$ cat config.mk
export PLATFORM = sky130hd
export DESIGN_NAME = cb_config_chain_ctrl
export DESIGN_NICKNAME = d
export VERILOG_FILES = /design/src/rtl/cb_config_chain_ctrl.sv
export SDC_FILE = /design/constraint.sdc
export NUM_CORES = 1
export LEC_CHECK = 0
export CAP_MARGIN = 25
export CORE_AREA = 2 2 245 247
export CTS_BUF_LIST = sky130_fd_sc_hd__clkbuf_4
export DETAILED_ROUTE_END_ITERATION = 8
export DIE_AREA = 0 0 247 249
export HOLD_SLACK_MARGIN = 0.03
export PLACE_DENSITY = 0.52
export SLEW_MARGIN = 10
export SYNTH_ARGS = -nofsm -noshare
export SYNTH_HDL_FRONTEND = slang
export SYNTH_SLANG_ARGS = --single-unit
$ cat constraint.sdc
create_clock -name clk -period 3.7 [get_ports clk]
set_clock_uncertainty 0.05 [all_clocks]
set_input_delay 0.74 -clock clk [delete_from_list [all_inputs] [get_ports clk]]
set_output_delay 0.74 -clock clk [all_outputs]
set_load 0.01 [all_outputs]
$ cat src/rtl/cb_config_chain_ctrl.sv
// rtl/cb_config_chain_ctrl.sv - connection-box config loader: shadow shift chain, atomic commit, readback, daisy-chain out
module cb_config_chain_ctrl #(
  parameter  int CELLS  = 104,
  parameter  int CELL_W = 2,
  localparam int LEN    = CELLS * CELL_W,
  localparam int CNT_W  = $clog2(LEN + 2)
) (
  input  logic             clk,
  input  logic             reset,
  input  logic             prgm_b,
  input  logic             cb_prgm_b,
  input  logic             bit_in,
  input  logic             commit,
  input  logic             capture,
  output logic             bit_out,
  output logic [LEN-1:0]   cfg_active,
  output logic [CNT_W-1:0] bit_cnt,
  output logic             cfg_valid,
  output logic             cfg_err
);

  localparam logic [CNT_W-1:0] CNT_LEN = CNT_W'(LEN);
  localparam logic [CNT_W-1:0] CNT_MAX = CNT_W'(LEN + 1);

  logic [LEN-1:0]   chain_q, chain_d;
  logic [LEN-1:0]   cfg_active_q, cfg_active_d;
  logic [CNT_W-1:0] bit_cnt_q, bit_cnt_d;
  logic             bit_out_q, bit_out_d;
  logic             cfg_valid_q, cfg_valid_d;
  logic             cfg_err_q, cfg_err_d;
  logic             shift_en;

  assign shift_en = !prgm_b && cb_prgm_b;

  always_comb begin
    chain_d      = chain_q;
    cfg_active_d = cfg_active_q;
    bit_cnt_d    = bit_cnt_q;
    bit_out_d    = bit_out_q;
    cfg_valid_d  = cfg_valid_q;
    cfg_err_d    = cfg_err_q;
    if (shift_en) begin
      chain_d   = {chain_q[LEN-2:0], bit_in};
      bit_out_d = chain_q[LEN-1];
      // Count saturates at LEN+1 so an overrun stays distinguishable from an exact load.
      if (bit_cnt_q != CNT_MAX) begin
        bit_cnt_d = bit_cnt_q + CNT_W'(1);
      end
      if (commit) begin
        cfg_err_d = 1'b1;
      end
    end else if (commit) begin
      if (bit_cnt_q == CNT_LEN) begin
        cfg_active_d = chain_q;
        cfg_valid_d  = 1'b1;
        cfg_err_d    = 1'b0;
        bit_cnt_d    = '0;
      end else begin
        cfg_err_d = 1'b1;
      end
    end else if (capture) begin
      chain_d   = cfg_active_q;
      bit_cnt_d = '0;
    end
  end

  always_ff @(posedge clk) begin
    if (!reset) begin
      chain_q      <= '0;
      cfg_active_q <= '0;
      bit_cnt_q    <= '0;
      bit_out_q    <= 1'b0;
      cfg_valid_q  <= 1'b0;
      cfg_err_q    <= 1'b0;
    end else begin
      chain_q      <= chain_d;
      cfg_active_q <= cfg_active_d;
      bit_cnt_q    <= bit_cnt_d;
      bit_out_q    <= bit_out_d;
      cfg_valid_q  <= cfg_valid_d;
      cfg_err_q    <= cfg_err_d;
    end
  end

  assign bit_out    = bit_out_q;
  assign cfg_active = cfg_active_q;
  assign bit_cnt    = bit_cnt_q;
  assign cfg_valid  = cfg_valid_q;
  assign cfg_err    = cfg_err_q;

endmodule
==> results.cfg <==
[status]
status = finished, final reports clean

[timing]
hold_violations = 0
fin_crit_sh_pct = 77.1
tns_ns = 0
relSlewSlack_pct = 41.9
setup_viol = 0
drv_slew = 0
fin_crit_ns = 2.85
tightest_slew_ns = 0.871
grt_setup_unrepaired = no
timing.fmax_mhz = 351

[clock_tree]
numCtsBuffers = 116
cts.clk_slew.worst_paths_ns = 0.06
clock_path_buffers = 3
post-cts-setup-buffers = 0
cts_resized = 0
cts-root-buf = clkbuf_4
cts_hold_buf = 0
clock-sinks = 427
cts_tree = built
htreeDepth = 3
clk_latency_ns = 0.86

[finish]
syn_to_final_growth_pct = 24.8
multi_input_area_um2 = 8240
fin_nets = 2316
register_area_um2 = 8550
nFillCells = 5895
drive_above_1_share_pct = 9.22
final_util_pct = 37.3

[yosys]
synth_area_um2 = 17600
async_reset_ff_share_pct = 0
synth_cell_types = 34
seq_area_frac_synth_pct = 48.7
synth_top_flop_cell = dfxtp_1
synth-seq-cells = 427
synth_edf_count = 0
synth_nets = 2142
yosysWarnings = 0
syn_avg_cell_area_um2 = 8.24
syn_inst = 2132

[critical_path]
crit_type = reg2out
crit_path_start_kind = flip-flop
cp-startpoint = bit_cnt[4]
cp.required_ns = 2.91
critical-path-slowest-cell = clkdlybuf4s50_1
reg2regPathDepth = 6
cp.arrival_ns = 2.06
crit_family = buffers and inverters
r2r-end = cfg_active[13]
rr_startpoint = bit_cnt[4]
path_cells = clkdlybuf4s50_1
r2r_slack_ns = 1.40
max_stage_delay_ns = 0.69
crit_path_end_kind = primary output
path_max_fanout = 7
crit_buf_inv = 1

[floorplanning]
start_util_pct = 29.9
die_area_um2 = 61500
coreArea_um2 = 58700
die_x_um = 247
die_h_um = 249
core.rowCount = 89
io_pins = 226

[drt]
wl_per_cell_um = 15.4
drc = 0
dr.pass1.iters = 5
routed_wl_um = 49000
ant_nets = 0
route.vias.total = 15400
first_iter_violations = 841
vias_per_cell = 4.84

[worst_hold_path]
worst_hold_startpoint = reset
hp-class = in2reg
min_to = cfg_valid
holdPathStages = 2

[placed_design]
portBuffers = 225
place.gp.congestion = 0.759
place_hpwl_um = 26900

[global_routing]
grt_pass1_wl_um = 78300
grt_pass1_vias = 14700
antenna_found_initial = 1
grt.total_usage_pct = 15.5
grt_max_degree = 146
grt.overflow.total = 0

[power_and_ir_drop]
cellLeakagePower_uw = 0.00936
cellPowerDensity_nw_per_um2 = 449
ir_drop_v = 0.000230

[run]
cap_violations = 0
## cells by family (layout without fill, tap and decap cells)
family	after synthesis	after routing	synth area share [%]
other cells	0	1	0
flops	427	427	48.7
mux	1	1	0.0570
simple gates	1072	1072	24.8
buf+inv	194	459	4.62
compound gates	435	435	21.6
fa+ha+maj	3	3	0.214
## state kept, by name, summed over array words and instances (netlist names)
signal and count:
chain_q 208, bit_out 1, cfg_valid 1, cfg_err 1, bit_cnt 8, cfg_active 208
## worst max path at each step
stage	to	slack [ns]	depth (start not counted)
2_1_floorplan	chain_q[32]	1.69	7
3_3_place_gp	cfg_active[28]	0.75	7
3_5_place_dp	cfg_active[13]	0.68	7
4_1_cts	bit_cnt[4]	0.70	1
5_1_grt	bit_cnt[4]	0.72	1
6_report	bit_cnt[4]	0.85	1
## synth_stat cells, types with 2 or more instances
| cell type | count | area share (%) |
|---|---|---|
| o21ai_1 | 2 | 0.057 |
| buf_2 | 55 | 1.6 |
| buf_1 | 11 | 0.24 |
| o21a_1 | 2 | 0.085 |
| o32ai_1 | 4 | 0.20 |
| a21boi_1 | 120 | 5.1 |
| or3_1 | 3 | 0.11 |
| nand2_1 | 845 | 18 |
| a221oi_1 | 5 | 0.25 |
| buf_6 | 2 | 0.13 |
| nand3_1 | 212 | 6.0 |
| clkbuf_1 | 121 | 2.6 |
| inv_1 | 5 | 0.11 |
| dfxtp_1 | 427 | 49 |
| or2_2 | 2 | 0.071 |
| o211a_1 | 208 | 12 |
| a21boi_0 | 89 | 3.8 |
| ha_1 | 3 | 0.21 |
## power by group
group | leakage [uW] | total [uW] | switching [uW] | internal (uW)
combinational | 0.00496 | 609 | 369 | 240
clock | 0.000919 | 4360 | 1990 | 2370
sequential | 0.00348 | 4880 | 119 | 4760
total | 0.00936 | 9850 | 2480 | 7370
## cell type report
type	count	area share (%)
clock inverters	25	0.674
flip-flops and latches	427	39.0
well taps	773	4.41
multi-input cells	1511	37.6
repair buffers	245	11.9
diodes	1	0.0114
clock buffers	184	6.30
inverters	5	0.0857
## layer usage
layer	vias up	GRT usage (%)	share of wire, %
met5	-	0	0
met4	0	5.70	1.9
met3	68	5.00	7.0
met2	328	24.2	45
met1	7344	20.0	46
li1	7620	-	-
## through the flow
| stage | hold WS (ns) | power (uW) | std cells | worst slack (ns) | area, um^2 |
|---|---|---|---|---|---|
| after floorplan | 0.394 | 5430 | 2132 | 1.69 | 17600 |
| after global placement | 0.403 | 5570 | 2961 | 0.752 | 20400 |
| after detailed placement | 0.407 | 5600 | 2961 | 0.684 | 20400 |
| after CTS | 0.226 | 10100 | 3170 | 0.697 | 21900 |
| after global routing | 0.275 | 10400 | 3171 | 0.718 | 21900 |
| final | 0.321 | 9850 | 3171 | 0.849 | 21900 |
## cells in the final DEF, fill, tap and decap left out, types with 5 or more instances in the layout
cell type,synthesis,final
a21boi_0,89,89
a21boi_1,120,120
a221oi_1,5,5
buf_12,0,16
clkbuf_4,0,184
clkdlybuf4s50_1,0,224
clkinv_1,0,20
dfxtp_1,427,427
inv_1,5,5
nand2_1,845,845
nand3_1,212,212
o211a_1,208,208
Power figures use the tool's default switching activity.
